`src/rtl/cpu_multisim_pkg.sv`:
```
// rtl/cpu_multisim_pkg.sv - shared types and header field layout for the multisim rx framer
package cpu_multisim_pkg;

  localparam logic [7:0] MULTISIM_MAGIC = 8'hA5;

  localparam int HDR_MAGIC_LSB = 56;
  localparam int HDR_OP_LSB    = 40;
  localparam int HDR_LEN_LSB   = 32;
  localparam int HDR_TAG_LSB   = 0;

  typedef enum logic [1:0] {
    HDR  = 2'd0,
    PASS = 2'd1,
    DROP = 2'd2
  } rx_state_e;

  typedef enum logic [1:0] {
    ERR_NONE  = 2'd0,
    ERR_MAGIC = 2'd1,
    ERR_LEN   = 2'd2,
    ERR_TAG   = 2'd3
  } rx_err_e;

  typedef struct packed {
    logic [63:0] data;
    logic        sof;
    logic        eof;
  } rx_beat_t;

  function automatic logic [7:0] hdr_magic(input logic [63:0] w);
    return w[HDR_MAGIC_LSB +: 8];
  endfunction

  function automatic logic [15:0] hdr_opcode(input logic [63:0] w);
    return w[HDR_OP_LSB +: 16];
  endfunction

  function automatic logic [7:0] hdr_len(input logic [63:0] w);
    return w[HDR_LEN_LSB +: 8];
  endfunction

  function automatic logic [31:0] hdr_tag(input logic [63:0] w);
    return w[HDR_TAG_LSB +: 32];
  endfunction

endpackage

```
`src/rtl/cpu_multisim_skid_buf.sv`:
```
// rtl/cpu_multisim_skid_buf.sv - 2-entry skid buffer with registered ready and valid
module cpu_multisim_skid_buf #(
  parameter type T = logic [65:0]
) (
  input  logic clk,
  input  logic rst_n,
  input  logic in_vld,
  output logic in_rdy,
  input  T     in_data,
  output logic out_vld,
  input  logic out_rdy,
  output T     out_data
);

  T           buf0_q, buf0_d;
  T           buf1_q, buf1_d;
  logic [1:0] cnt_q, cnt_d;
  logic       vld_q, vld_d;
  logic       rdy_q, rdy_d;
  logic       push, pop;

  // buf0 is always the head; buf1 only holds the second entry when occupancy is 2
  always_comb begin
    push   = in_vld && rdy_q;
    pop    = vld_q && out_rdy;
    buf0_d = buf0_q;
    buf1_d = buf1_q;
    cnt_d  = cnt_q;

    if (pop && (cnt_q == 2'd2)) begin
      buf0_d = buf1_q;
    end else if (push && ((cnt_q == 2'd0) || pop)) begin
      buf0_d = in_data;
    end
    if (push && !pop && (cnt_q == 2'd1)) begin
      buf1_d = in_data;
    end

    case ({push, pop})
      2'b10:   cnt_d = cnt_q + 2'd1;
      2'b01:   cnt_d = cnt_q - 2'd1;
      default: cnt_d = cnt_q;
    endcase

    vld_d = (cnt_d != 2'd0);
    rdy_d = (cnt_d != 2'd2);
  end

  always_ff @(posedge clk or negedge rst_n) begin
    if (!rst_n) begin
      buf0_q <= '0;
      buf1_q <= '0;
      cnt_q  <= 2'd0;
      vld_q  <= 1'b0;
      rdy_q  <= 1'b1;
    end else begin
      buf0_q <= buf0_d;
      buf1_q <= buf1_d;
      cnt_q  <= cnt_d;
      vld_q  <= vld_d;
      rdy_q  <= rdy_d;
    end
  end

  assign in_rdy   = rdy_q;
  assign out_vld  = vld_q;
  assign out_data = buf0_q;

endmodule

```
`src/rtl/cpu_multisim_rx_framer.sv`:
```
// rtl/cpu_multisim_rx_framer.sv - parses the multisim word stream into framed beats for this CPU
module cpu_multisim_rx_framer
  import cpu_multisim_pkg::*;
#(
  parameter int MAX_LEN = 16,
  parameter int ERR_W   = 16
) (
  input  logic             clk,
  input  logic             rst_n,
  input  logic [31:0]      cpu_index,
  input  logic             in_vld,
  output logic             in_rdy,
  input  logic [63:0]      in_data,
  output logic             out_vld,
  input  logic             out_rdy,
  output logic [63:0]      out_data,
  output logic             out_sof,
  output logic             out_eof,
  output logic             err_pulse,
  output logic [1:0]       err_code,
  output logic [ERR_W-1:0] err_cnt,
  output logic [31:0]      frame_cnt
);

  localparam logic [7:0] MAX_LEN_B = 8'(MAX_LEN);

  rx_state_e        state_q, state_d;
  logic [7:0]       remain_q, remain_d;
  logic             err_pulse_q, err_pulse_d;
  rx_err_e          err_code_q, err_code_d;
  logic [ERR_W-1:0] err_cnt_q, err_cnt_d;
  logic [31:0]      frame_cnt_q, frame_cnt_d;

  logic     accept;
  logic     push_vld;
  rx_beat_t push_beat;
  rx_beat_t out_beat;
  logic [7:0] len;

  assign accept = in_vld && in_rdy;
  assign len    = hdr_len(in_data);

  always_comb begin
    state_d        = state_q;
    remain_d       = remain_q;
    err_code_d     = ERR_NONE;
    err_pulse_d    = 1'b0;
    err_cnt_d      = err_cnt_q;
    frame_cnt_d    = frame_cnt_q;
    push_vld       = 1'b0;
    push_beat.data = in_data;
    push_beat.sof  = 1'b0;
    push_beat.eof  = 1'b0;

    if (accept) begin
      case (state_q)
        HDR: begin
          // Bad magic stays in HDR so the parser resyncs one word at a time
          if (hdr_magic(in_data) != MULTISIM_MAGIC) begin
            err_code_d = ERR_MAGIC;
          end else if (len > MAX_LEN_B) begin
            err_code_d = ERR_LEN;
          end else if (hdr_tag(in_data) != cpu_index) begin
            err_code_d = ERR_TAG;
            if (len != 8'd0) begin
              state_d  = DROP;
              remain_d = len;
            end
          end else begin
            push_vld      = 1'b1;
            push_beat.sof = 1'b1;
            push_beat.eof = (len == 8'd0);
            if (len != 8'd0) begin
              state_d  = PASS;
              remain_d = len;
            end
          end
        end
        PASS: begin
          push_vld      = 1'b1;
          push_beat.eof = (remain_q == 8'd1);
          remain_d      = remain_q - 8'd1;
          if (remain_q == 8'd1) state_d = HDR;
        end
        DROP: begin
          remain_d = remain_q - 8'd1;
          if (remain_q == 8'd1) state_d = HDR;
        end
        default: begin
          state_d  = HDR;
          remain_d = 8'd0;
        end
      endcase
    end

    if (err_code_d != ERR_NONE) begin
      err_pulse_d = 1'b1;
      if (err_cnt_q != '1) err_cnt_d = err_cnt_q + ERR_W'(1);
    end

    if (out_vld && out_rdy && out_eof) frame_cnt_d = frame_cnt_q + 32'd1;
  end

  always_ff @(posedge clk or negedge rst_n) begin
    if (!rst_n) begin
      state_q     <= HDR;
      remain_q    <= 8'd0;
      err_pulse_q <= 1'b0;
      err_code_q  <= ERR_NONE;
      err_cnt_q   <= '0;
      frame_cnt_q <= 32'd0;
    end else begin
      state_q     <= state_d;
      remain_q    <= remain_d;
      err_pulse_q <= err_pulse_d;
      err_code_q  <= err_code_d;
      err_cnt_q   <= err_cnt_d;
      frame_cnt_q <= frame_cnt_d;
    end
  end

  // Dropped words also pass through the in_rdy gate, keeping in_rdy purely registered
  cpu_multisim_skid_buf #(
    .T(rx_beat_t)
  ) u_skid (
    .clk     (clk),
    .rst_n   (rst_n),
    .in_vld  (push_vld),
    .in_rdy  (in_rdy),
    .in_data (push_beat),
    .out_vld (out_vld),
    .out_rdy (out_rdy),
    .out_data(out_beat)
  );

  assign out_data  = out_beat.data;
  assign out_sof   = out_beat.sof;
  assign out_eof   = out_beat.eof;
  assign err_pulse = err_pulse_q;
  assign err_code  = err_code_q;
  assign err_cnt   = err_cnt_q;
  assign frame_cnt = frame_cnt_q;

endmodule

```
`config.mk`:
```
export PLATFORM = sky130hd
export DESIGN_NAME = cpu_multisim_rx_framer
export DESIGN_NICKNAME = d
export VERILOG_FILES = /design/src/rtl/cpu_multisim_pkg.sv /design/src/rtl/cpu_multisim_skid_buf.sv /design/src/rtl/cpu_multisim_rx_framer.sv
export SDC_FILE = /design/constraint.sdc
export NUM_CORES = 1
export LEC_CHECK = 0
export ABC_AREA = 1
export BUFFER_PORTS_ARGS = -buffer_cell sky130_fd_sc_hd__buf_4
export CELL_PAD_IN_SITES_DETAIL_PLACEMENT = 1
export CELL_PAD_IN_SITES_GLOBAL_PLACEMENT = 2
export CORE_ASPECT_RATIO = 1.25
export CORE_MARGIN = 1.5
export CORE_UTILIZATION = 34
export CTS_CLUSTER_SIZE = 12
export DETAILED_ROUTE_END_ITERATION = 7
export GPL_ROUTABILITY_DRIVEN = 0
export PLACE_DENSITY_LB_ADDON = 0.1
export SYNTH_ARGS = -nofsm -noshare
export SYNTH_HDL_FRONTEND = slang
export SYNTH_HIERARCHICAL = 1
export SYNTH_SLANG_ARGS = --single-unit
```
`constraint.sdc`:
```
create_clock -name clk -period 3.7 [get_ports clk]
set_input_delay 0 -clock clk [delete_from_list [all_inputs] [get_ports clk]]
set_output_delay 0 -clock clk [all_outputs]
set_load 0.02 [all_outputs]
```
Word-level counts from Yosys, hierarchy flattened
Cells that the tools add are included.

cells by class
  $add $sub $neg = 5
  $mul = 0
  div/mod/pow operators = 0
  order comparisons = 1
  equal/unequal tests = 15
  shift operators = 0
  multiplexer cells = 31
  bitwise operators = 0
  reduce and logical (&&, ||, !) cells = 21

operators by type and width
  cell                   number
  $mux 66                2
  $add 32x1->32 const B  1
  $ne 32x32->1           1
  $mux 2                 15
  $mux 8                 3
  $add 16x1->16 const B  1
  $ne 16x16->1 const B   1
  $pmux 8 s2             1
  $eq 8x1->1 const B     1
  $gt 8x5->1 const B     1
  $logic_and 1x1->1      8
  $logic_not 8->1        1
  $ne 2x2->1 const B     4
  $ne 8x8->1 const B     1
  $pmux 2 s2             2
  $reduce_bool 8->1      1
  $sub 8x1->8 const B    1
  $eq 2x1->1 const B     3
  $eq 2x2->1 const B     3
  $mux 1                 6
  $reduce_bool 2->1      3
  $reduce_and 5->1       1
  $logic_not 2->1        2
  $pmux 1 s2             2
  other kinds (8)        8

storage, ports and cells
  register bits after elaboration = 197
  bits in latches = 0
  RAM bits = 0
  bits in read-only memories = 0
  input port bits = 100
  output and inout port bits = 119
  logic and storage cells = 88
  memories kept = 0

Depth between registers and ports, before layout
Gate-level depths: netlist of the first run.

  word-level depth = 10
  depth in mapped cells = 20
  depth with buffers taken out = 19

By module
Netlist of the first run, hierarchy kept.

by module, submodules not included
  module                  times used  cells each  area each (um^2)  seq. area each (um^2)
  cpu_multisim_skid_buf   1           836         6531.3            3404.5
  cpu_multisim_rx_framer  1           464         3839.9            1526.5

Worst setup path before layout of the first run
Ideal clock, no wire load.

  path kind = reg-to-reg
  start = register state_q[0]
  end = register u_skid/buf1_q[56] (netlist bit)
  setup time = 0.117 ns
  arrival time = 1.898 ns
  required time = 3.583 ns
  path slack = 1.685 ns
  stages on the path, launching flop included = 16
  buffers on the path = 3
  clock period less this slack = 2.015 ns
  cells stage by stage = dfrtp_1 inv_1 ha_1 inv_1 nor2_1 a21oi_1 nor2_1 nand2_1 inv_1 ha_1 clkbuf_1 nand2_1 buf_2 buf_2 nand2_1 nand2_1

on the way
  word-level cells in the longest chain between the ends = 6
  elaborated cells on any way between the ends = 7
  classes of those cells = eq/ne (1); mux (2); reduce/logical (4)

ends and longest elaborated chain
  element                                        line                           text
  start: declaration                             cpu_multisim_rx_framer.sv:27   rx_state_e state_q, state_d;
  start signal: assignment                       cpu_multisim_rx_framer.sv:113  state_q <= state_d;
  $eq 2x1->1 or $logic_not 2->1 (tied branches)  cpu_multisim_rx_framer.sv:56   case (state_q)
  $pmux 1 s2 (*)                                 cpu_multisim_rx_framer.sv:56
  $mux 1 (*)                                     cpu_multisim_rx_framer.sv:55   if (accept) begin
  named net push_vld                             cpu_multisim_rx_framer.sv:35   logic push_vld;
  $logic_and 1x1->1 (*)                          cpu_multisim_skid_buf.sv:24    push = in_vld && rdy_q;
  $logic_and 1x1->1 (*) (2 in series)            cpu_multisim_skid_buf.sv:35    if (push && !pop && (cnt_q == 2'd1)) begin
  end signal: assignment                         cpu_multisim_skid_buf.sv:58    buf1_q <= buf1_d;
  end: declaration                               cpu_multisim_skid_buf.sv:16    T buf1_q, buf1_d;

The timed path passes the listed nets; every way through them passes the cells marked *.
A chain may end at the register's enable or synchronous reset.

Final worst setup path of the first run
  start = register state_q[0]
  end = register u_skid.vld_q (netlist: u_skid/out_vld)

on the way
  word-level cells in the longest chain between the ends = 7
  elaborated cells on any way between the ends = 9
  classes of those cells = eq/ne (3); mux (3); reduce/logical (3)

ends and longest elaborated chain
  element                                        line                          text
  $eq 2x1->1 or $logic_not 2->1 (tied branches)  cpu_multisim_rx_framer.sv:56
  $pmux 1 s2 (*)                                 cpu_multisim_rx_framer.sv:56
  $mux 1 (*)                                     cpu_multisim_rx_framer.sv:55
  named net push_vld                             cpu_multisim_rx_framer.sv:35
  $logic_and 1x1->1 (*)                          cpu_multisim_skid_buf.sv:24
  $eq 2x1->1 or $eq 2x2->1 (tied branches)       cpu_multisim_skid_buf.sv:39   case ({push, pop})
  $pmux 2 s2 (*)                                 cpu_multisim_skid_buf.sv:39
  named net u_skid.cnt_d[0]                      cpu_multisim_skid_buf.sv:17   logic [1:0] cnt_q, cnt_d;
  $reduce_bool 2->1 (*)                          cpu_multisim_skid_buf.sv:45   vld_d = (cnt_d != 2'd0);
  named net u_skid.vld_d                         cpu_multisim_skid_buf.sv:18   logic vld_q, vld_d;
  end signal: assignment                         cpu_multisim_skid_buf.sv:60   vld_q <= vld_d;
  end: declaration                               cpu_multisim_skid_buf.sv:18

Marked as above.

==> flow_summary.yaml, run 1 <==
worst_setup_path:
  startpoint_type: "register"
  crit_required_ns: 4.07
  critPathMaxFanout: 57
  critical_path_arrival_ns: 3.27
  endpoint_kind: "register"
  worstSetupPathType: "reg -> reg"
synth:
  yosys_warnings: 6
  netlist_instances: 1300
  yosysUniqueCellTypes: 41
  ys_ff_latch: 197
  synth-compound-area-share_pct: 1.74
  synth.area.mux_share_pct: 0.109
  yosys.area_share.simple_pct: 36.9
  syn-num-nets: 1412
  synthAdderAreaFrac_pct: 1.45
  synth.avg_cell_area_um2: 7.98
  synth-xor-area-share_pct: 6.00
  yosysSeqAreaShare_pct: 47.5
  netlist_area_um2: 10400
  synth_top_family_by_area: "simple AND/OR/NAND/NOR gates"
global_routing:
  antenna_found_initial: 0
  grt_pass1_wl_um: 53700
  grt_pass1_vias: 9987
  grt-ovfl-total: 0
  grt_use_total_pct: 21.3
  grt_max_degree: 133
placement:
  dpl-instance-area_um2: 12300
  portBuffers: 218
  place_hpwl_um: 21400
final_layout:
  fin_area_um2: 13500
  layout_commonest_cell: "nand2_1"
  utilization_pct: 44.8
  nNetsFinal: 1649
  drive_gt1_share_pct: 19.9
  area_delta_synth_final_pct: 29.8
  num_antenna_cells: 0
  final_cell_mix: "nand2_1 (524), buf_4 (227), dfrtp_1 (195)"
worst_hold_path:
  hold_path_class: "in -> reg"
floorplanning:
  coreArea_um2: 30000
  start_util_pct: 34.5
  fp.dieW_um: 159
  dieArea_um2: 31600
  std_cell_rows: 71
  ios: 219
  die_h_um: 198
timing:
  rsz0062_at_grt: "false"
  tightest_slew_ns: 0.833
  fin_setup_tns_ns: 0
  drv_slew: 0
  finalSetupViolCount: 0
  hold_viol_final: 0
  timing.fmax_mhz: 345
  fin_crit_sh_pct: 78.3
  timing.final.crit_period_ns: 2.90
  clock-skew-final_ns: 0.0128
  relSlewSlack_pct: 44.5
power:
  leakagePower_nw: 7.21
  swShare_pct: 41.1
  peakVddDrop_v: 0.000294
  intPower_mw: 4.50
  p_comb_share_pct: 39.7
  p_seq_share_pct: 36.8
  clock_power_share_pct: 23.4
  p_sw_mw: 3.14
  p_per_area_nw_per_um2: 568
clocking:
  clock-sinks: 197
  postCtsResizedCells: 0
  clk_pin_slew_ns: 0.08
  cts_tree: "yes"
  clock_latency_ns: 0.44
  cts-root-buf: "clkbuf_16"
  numCtsBuffers: 17
  cts.path.max_buffers: 2
  htreeDepth: 4
flow_run:
  drv_cap: 0
detailed_routing:
  wl_per_cell_um: 16.9
  vias_per_cell: 4.89
  wirelength_um: 32900
  ant_nets: 0
  num_vias: 9527
  firstDrtPassIters: 4
  drc_errors: 0
  drtIter0Drc: 352
status:
  status: "finished clean"
metrics by stage:
| step | hold WS [ns] | instances | total power [mW] | setup WS (ns) |
|---|---|---|---|---|
| 6_report | 0.103 | 1950 | 7.65 | 0.804 |
| 5_1_grt | 0.141 | 1950 | 8.15 | 0.471 |
| 4_1_cts | 0.0953 | 1950 | 7.77 | 0.764 |
| 3_5_place_dp | 0.0995 | 1854 | 5.87 | 0.803 |
| 3_3_place_gp | 0.0978 | 1854 | 5.84 | 0.919 |
| 2_1_floorplan | -0.296 | 1300 | 4.65 | 1.69 |
per-layer routing:
layer	global-route usage (%)	wire length, um	up-vias
met3	3.79	1390	22
met4	5.14	448	0
met2	37.3	16300	178
met1	27.3	14800	4647
li1	-	-	4680
met5	0	0	-
cell usage after synthesis (all sizes together):
master | number | area share [%]
nor3 | 13 | 1.0
a32o | 2 | 0.19
dfrtp | 196 | 47
a21oi | 5 | 0.28
a21boi | 1 | 0.11
nor3b | 1 | 0.12
o21ai | 11 | 0.53
or2 | 2 | 0.14
o31ai | 1 | 0.072
xnor2 | 42 | 3.5
inv | 60 | 2.2
nor4 | 5 | 0.45
xor2 | 29 | 2.4
buf | 57 | 3.3
a22oi | 2 | 0.14
clkbuf | 22 | 0.80
o2111ai | 1 | 0.084
ha | 12 | 1.4
o22ai | 4 | 0.24
nor2 | 46 | 2.0
nand3 | 175 | 8.9
dfstp | 1 | 0.25
o41ai | 1 | 0.084
nand4 | 76 | 4.6
nand2 | 534 | 20
mux2 | 1 | 0.11
cell families after synthesis:
kind of cell	count (synthesis)
multiplexers	1
buffers and inverters	139
adder cells (fa/ha/maj)	12
XOR/XNOR	71
AO/OA/AOI/OAI	28
flip-flops	197
AND/OR/NAND/NOR	852
what timing repair did:
| action | in CTS | in global routing |
|---|---|---|
| endpoints found under the setup margin | 0 | 0 |
| endpoints found under the hold margin | 218 | 0 |
| buffers inserted | 0 | 0 |
| hold buffers | 65 | 0 |
flip-flops by register name, indices dropped and copies added (netlist names):
name and cells:
u_skid/in_rdy 1, frame_cnt 32, state_q 2, err_code 2, err_pulse 1, u_skid/buf1_q 66, u_skid/out_data 66, err_cnt 16
remain_q 8, u_skid/out_vld 1, u_skid/cnt_q 2
worst max-delay path, stage by stage, from the launching register on:
cell     delay (ns)
dfrtp_1        0.42
inv_1          0.09
ha_1           0.45
inv_1          0.23
nor2_1         0.19
a21oi_1        0.09
nor2_1         0.08
nand2_1        0.08
inv_1          0.10
ha_2           0.38
buf_12         0.33
or2_2          0.17
nand2_1        0.04
nand2_1        0.07
inv_1          0.05
nand2_1        0.05
power by group through the flow:
| stage | clock [mW] | combinational, mW | sequential, mW |
|---|---|---|---|
| after floorplan | 0 | 1.41 | 3.24 |
| after global placement | 0 | 2.98 | 2.85 |
| after detailed placement | 0 | 3.01 | 2.86 |
| after CTS | 1.86 | 3.08 | 2.82 |
| after global routing | 1.93 | 3.34 | 2.87 |
| final | 1.79 | 3.04 | 2.82 |
path summary, 6_finish.rpt:
path,from,endpoint,slack [ns],depth (start not counted)
min in group asynchronous,rst_n,u_skid/out_data[27],0.15,2
worst max-delay path,state_q[0],u_skid/out_vld,0.80,15
worst min-delay path,out_rdy,u_skid/out_data[63],0.10,5
max in group asynchronous,rst_n,u_skid/out_data[9],2.58,3
worst max register to register,state_q[0],u_skid/out_vld,0.80,15
worst min register to register,u_skid/buf1_q[23],u_skid/buf1_q[23],0.47,2
final cells by class:
class	instances	area [um2]
fill	3663	16600
sequential	197	4930
multi-input combinational	964	4810
timing repair buffer	297	2450
tap	401	502
clock buffer	17	425
inverter	60	225
clock inverter	14	119
Power figures use the tool's default switching activity.
==> run 2: changes to the inputs <==
CORE_UTILIZATION = 29   (was 34)
clock period = 2.4 ns   (was 3.7 ns; I/O delays follow)
==> run 2 against run 1 <==
Clock skew increased by 0.0032 ns. Via count increased by 1.4%. First-iteration DRC count increased by 15%. Critical path depth increased by 3. Register-to-register slack got worse by 0.53 ns. Critical endpoint is now u_skid/buf1_q[64]. Largest power group unchanged.
==> flow_summary.yaml, run 2 (synthesized netlist as in run 1, its figures left out) <==
floorplanning:
  die_h_um: 214
  dieArea_um2: 36900
  coreArea_um2: 35300
  start_util_pct: 29.4
  ios: 219
  std_cell_rows: 77
  fp.dieW_um: 172
power:
  leakagePower_nw: 7.45
  p_total_mw: 12.4
  peakVddDrop_v: 0.000499
  p_per_area_nw_per_um2: 876
timing:
  tightest_slew_ns: 0.817
  whs_ns: 0.0413
  hold_viol_final: 0
  fin_crit_sh_pct: 92.5
  timing.final.crit_period_ns: 2.22
  drv_slew: 0
  clock-skew-final_ns: 0.0159
  fin_setup_tns_ns: 0
  timing.fmax_mhz: 450
  setup_ws_ns: 0.179
  finalSetupViolCount: 0
  relSlewSlack_pct: 45.6
worst_setup_path:
  endpoint_kind: "register"
  worstSetupPathType: "in -> reg"
  reg2reg_from: "state_q[0]"
  r2r-end: "u_skid/out_vld"
  critPathMaxFanout: 9
  startpoint_type: "primary input"
  worstRegToRegCells: 15
  critical_path_arrival_ns: 2.57
  r2r_setup_slack_ns: 0.27
  crit_required_ns: 2.75
detailed_routing:
  ant_nets: 0
  wirelength_um: 35400
  drc_errors: 0
  vias_per_cell: 4.72
  num_vias: 9665
  wl_per_cell_um: 17.3
  drtIter0Drc: 404
  firstDrtPassIters: 4
clocking:
  clock-sinks: 197
  cts_setup_buffers: 0
  clock_latency_ns: 0.46
  cts.path.max_buffers: 2
  htreeDepth: 4
  cts_tree: "yes"
  clk_pin_slew_ns: 0.07
  numCtsBuffers: 17
  cts-root-buf: "clkbuf_16"
final_layout:
  nNetsFinal: 1674
  stdcell_count: 2049
  area_delta_synth_final_pct: 36.0
  num_antenna_cells: 0
  nFillCells: 4281
  drive_gt1_share_pct: 21.5
  final_cell_mix: "nand2_1 (523), buf_4 (236), dfrtp_1 (195)"
  layout_commonest_cell: "nand2_1"
global_routing:
  antenna_found_initial: 0
  grt_pass1_vias: 10400
  grt-ovfl-total: 0
  grt_use_total_pct: 19.6
  grt_max_degree: 84
  grt_pass1_wl_um: 56400
status:
  status: "finished clean"
placement:
  place_ws_ns: 0.180
  portBuffers: 218
  dp.cells: 1946
  place_hpwl_um: 23400
flow_run:
  drv_cap: 0
worst_hold_path:
  hold_path_class: "in -> async"
-- run 2: final cells by class --
| class | count | area [um2] | share of cell area, % |
|---|---|---|---|
| multi-input combinational | 964 | 4890 | 34.7 |
| tap | 474 | 593 | 4.20 |
| clock inverter | 11 | 173 | 1.22 |
| sequential | 197 | 4930 | 35.0 |
| inverter | 60 | 225 | 1.60 |
| timing repair buffer | 322 | 2840 | 20.1 |
| clock buffer | 21 | 450 | 3.19 |
-- run 2: critical path, cell delays in order --
cell	delay, ns
dlygate4sd3_1	0.56
buf_4	0.16
xnor2_1	0.13
nand2_1	0.09
nor2_2	0.18
nand2_1	0.10
nor2_1	0.12
nand2_2	0.09
nor2_2	0.11
a21oi_1	0.07
nor2_1	0.08
nand2_1	0.09
inv_2	0.10
ha_4	0.20
nand2_8	0.12
clkbuf_16	0.23
nand2_1	0.06
nand2_1	0.05
-- run 2: power by group --
group	leakage [nW]	internal, mW	total [mW]	switching (mW)
Sequential	2.63	3.95	4.41	0.456
Clock	0.290	1.78	3.14	1.36
Combinational	4.52	1.75	4.81	3.06
Total	7.45	7.48	12.4	4.87
-- run 2: worst max-delay path by stage --
stage | from | to | slack (ns) | cells after the start
after floorplan | state_q[0] | u_skid/buf1_q[56] | 0.39 | 15
after CTS | in_data[8] | u_skid/buf1_q[56] | 0.12 | 18
after global placement | cpu_index[23] | u_skid/buf1_q[53] | 0.23 | 18
after detailed placement | cpu_index[23] | u_skid/buf1_q[56] | 0.18 | 18
after global routing | in_data[23] | u_skid/in_rdy | -0.008 | 21
final | in_data[10] | u_skid/buf1_q[64] | 0.18 | 18
-- run 2: per-stage QoR --
stage	instance area, um2	util (%)
global placement	12700	35.9
global route	14100	40.0
floorplan	10400	-
CTS	13900	39.6
detailed placement	12700	35.9
finish	14100	40.0
-- run 2: metal layers --
layer / track usage (%) / routed length, um / vias to the layer above
li1: - / - / 4748
met1: 25.0 / 16100 / 4734
met2: 33.3 / 17300 / 162
met3: 3.60 / 1550 / 21
met4: 5.68 / 477 / 0
met5: 0 / 0 / -
-- run 2: repair_timing --
item                       4_1_cts  5_1_grt
setup endpoints to repair        0       85
hold buffers                    65        0
resized for setup                0       10
hold endpoints to repair       333        0
==> run 3: changes to the inputs <==
CORE_UTILIZATION = 28   (was 29)
SYNTH_HIERARCHICAL = unset   (was 1)
==> run 3 against run 2 <==
Flip-flop and latch count unchanged. Clock skew down 0.0087 ns. Non-clock buffer count shrank 12. Hold slack improved by 0.020 ns. Global-route usage shrank 2.7 points. Die area fell by 2.3%.
==> flow_summary.yaml, run 3 <==
global_routing:
  grt-ovfl-total: 0
  grt_max_degree: 96
  grt_pass1_wl_um: 47500
  grt_use_total_pct: 16.9
  grt_pass1_vias: 9122
  antenna_found_initial: 0
detailed_routing:
  wirelength_um: 29700
  vias_per_cell: 4.44
  drtIter0Drc: 228
  drc_errors: 0
  wl_met3_um: 1050
  met2_length_um: 14900
  wl_per_cell_um: 15.0
  ant_nets: 0
  top_layer: "met4"
  num_vias: 8785
  firstDrtPassIters: 4
  wl_met1_um: 13300
worst_setup_path:
  slowest_delay_ns: 0.57
  critPathMaxFanout: 47
  worstPathCellList: "dlygate4sd3_1 -> buf_4 -> nor4_1 -> nand2_2 -> nor3_4 -> nand4_2 -> nand2_2 -> buf_4 -> ha_1 -> nand2_4 -> clkbuf_16 -> nand2_1 -> o21ai_0"
  critical_path_arrival_ns: 2.60
  startpoint_type: "primary input"
  crit_required_ns: 2.73
  worstSetupPathType: "in -> reg"
  endpoint_kind: "register"
  cpMaxStageDelayCell: "dlygate4sd3_1"
synth:
  yosysMostFrequentCell: "nand2_1"
  ys_ff_latch: 197
  synth_edf_count: 0
  netlist_instances: 1216
  yosysUniqueCellTypes: 39
  yosys_warnings: 0
  yosys.area.top_type: "dfrtp_1"
  async_reset_ff_share_pct: 100
  synth.avg_cell_area_um2: 8.05
  yosys-top-cells-area: "dfrtp_1 (50%), nand2_1 (18%), o21ai_0 (7.1%), inv_1 (4.4%), xnor2_1 (3.8%)"
  synthFlopType: "dfrtp_1"
  synthTopCellsByCount: "nand2_1 (466), dfrtp_1 (196), o21ai_0 (139)"
  yosysSeqAreaShare_pct: 50.4
  syn-num-nets: 1328
  netlist_area_um2: 9780
  yosysTopAreaCellShare_pct: 50.1
worst_hold_path:
  hold_path_class: "in -> async"
clocking:
  clock-sinks: 197
  cts.path.max_buffers: 2
  clock_latency_ns: 0.45
  cts-root-buf: "clkbuf_16"
  cts_tree: "yes"
  numCtsBuffers: 17
  clk_pin_slew_ns: 0.08
  htreeDepth: 4
power:
  peakVddDrop_v: 0.000515
  p_per_area_nw_per_um2: 967
  leakagePower_nw: 6.81
placement:
  dp.cells: 1878
  portBuffers: 218
  place_hpwl_um: 20600
timing:
  timing.final.crit_period_ns: 2.27
  finalSetupViolCount: 0
  fin_crit_sh_pct: 94.6
  drv_slew: 0
  hold_viol_final: 0
  relSlewSlack_pct: 65.2
  fin_setup_tns_ns: 0
  clock-skew-final_ns: 0.00725
  timing.fmax_mhz: 441
  tightest_slew_ns: 0.518
floorplanning:
  coreArea_um2: 34400
  fp.dieW_um: 170
  start_util_pct: 28.4
  std_cell_rows: 76
  ios: 219
  die_h_um: 212
  dieArea_um2: 36100
status:
  status: "finished clean"
final_layout:
  layout_commonest_cell: "nand2_1"
  drive_gt1_share_pct: 20.6
  stdcell_count: 1979
  nNetsFinal: 1610
  num_antenna_cells: 0
  area_delta_synth_final_pct: 36.2
  final_cell_mix: "nand2_1 (462), buf_4 (234), dfrtp_1 (196)"
flow_run:
  drv_cap: 0
-- run 3: changes by cell type in the layout (fill, tap and decap cells not counted), moves of 10 or more --
cell | previous run | this run
nand4_1 | 75 | 7
nor2_1 | 32 | 42
o21ai_0 | 11 | 138
nand3_1 | 168 | 48
inv_1 | 59 | 113
nand2_1 | 523 | 462
-- run 3: routing by layer --
layer  global-route usage [%]  vias up
li1                         -     4358
met4                     5.04        0
met3                     3.11       19
met5                        0        -
met1                     20.8     4255
met2                     29.8      153
-- run 3: cell families after synthesis --
logic type | Yosys count | synth area share, %
compound gates | 163 | 8.62
fa+ha+maj | 12 | 1.53
flops | 197 | 50.4
simple gates | 609 | 25.9
xor+xnor | 67 | 6.00
buf+inv | 168 | 7.56
-- run 3: layout make-up --
type | instances | area, um2
fill | 4169 | 21100
sequential | 197 | 4930
multi-input combinational | 851 | 4170
timing repair buffer | 310 | 2620
tap | 468 | 586
inverter | 121 | 457
clock buffer | 19 | 443
clock inverter | 13 | 125
-- run 3: report_power, final --
group	total, mW	internal, mW	switching [mW]	leakage [nW]
sequential	5.23	4.53	0.704	2.56
clock	2.88	1.48	1.40	0.268
combinational	4.77	1.93	2.84	3.98
total	12.9	7.93	4.94	6.81
-- run 3: final timing paths --
| path | startpoint | endpoint | slack (ns) | depth (start not counted) |
|---|---|---|---|---|
| worst max-delay path | in_data[57] | u_skid.buf1_q[21] | 0.13 | 13 |
| worst min-delay path | rst_n | frame_cnt[23] | 0.06 | 2 |
| worst max register to register | u_skid.in_rdy | u_skid.buf1_q[21] | 0.15 | 10 |
| worst min register to register | frame_cnt[31] | frame_cnt[31] | 0.48 | 1 |
| max in group asynchronous | rst_n | u_skid.out_data[7] | 1.57 | 3 |
| min in group clk | cpu_index[17] | u_skid.buf1_q[1] | 0.15 | 8 |
-- run 3: repair_timing --
action | CTS | global route
setup endpoints to repair | 0 | 44
resized for setup | 0 | 10
hold buffers | 66 | 0
endpoints found under the hold margin | 328 | 0
setup buffers | 0 | 2
-- run 3: worst max-delay path, delay by kind of cell --
| kind | cells | cell delay [ns] |
|---|---|---|
| AND/OR/NAND/NOR | 7 | 1.19 |
| buffers and inverters | 4 | 1.08 |
| adder cells (fa/ha/maj) | 1 | 0.24 |
| AO/OA/AOI/OAI | 1 | 0.08 |
-- run 3: per-stage QoR --
step / setup slack, ns / hold WS (ns) / utilization, % / power (mW) / area, um2
after global placement: 0.133 / -0.0347 / 34.9 / 9.91 / 12000
after global routing: -0.000126 / 0.0760 / 38.7 / 13.9 / 13300
after floorplan: 0.159 / -0.296 / - / 8.06 / 9780
final: 0.131 / 0.0616 / 38.7 / 12.9 / 13300
after detailed placement: 0.0544 / -0.0377 / 34.9 / 10.1 / 12000
after CTS: 0.0422 / 0.0540 / 38.4 / 13.1 / 13200
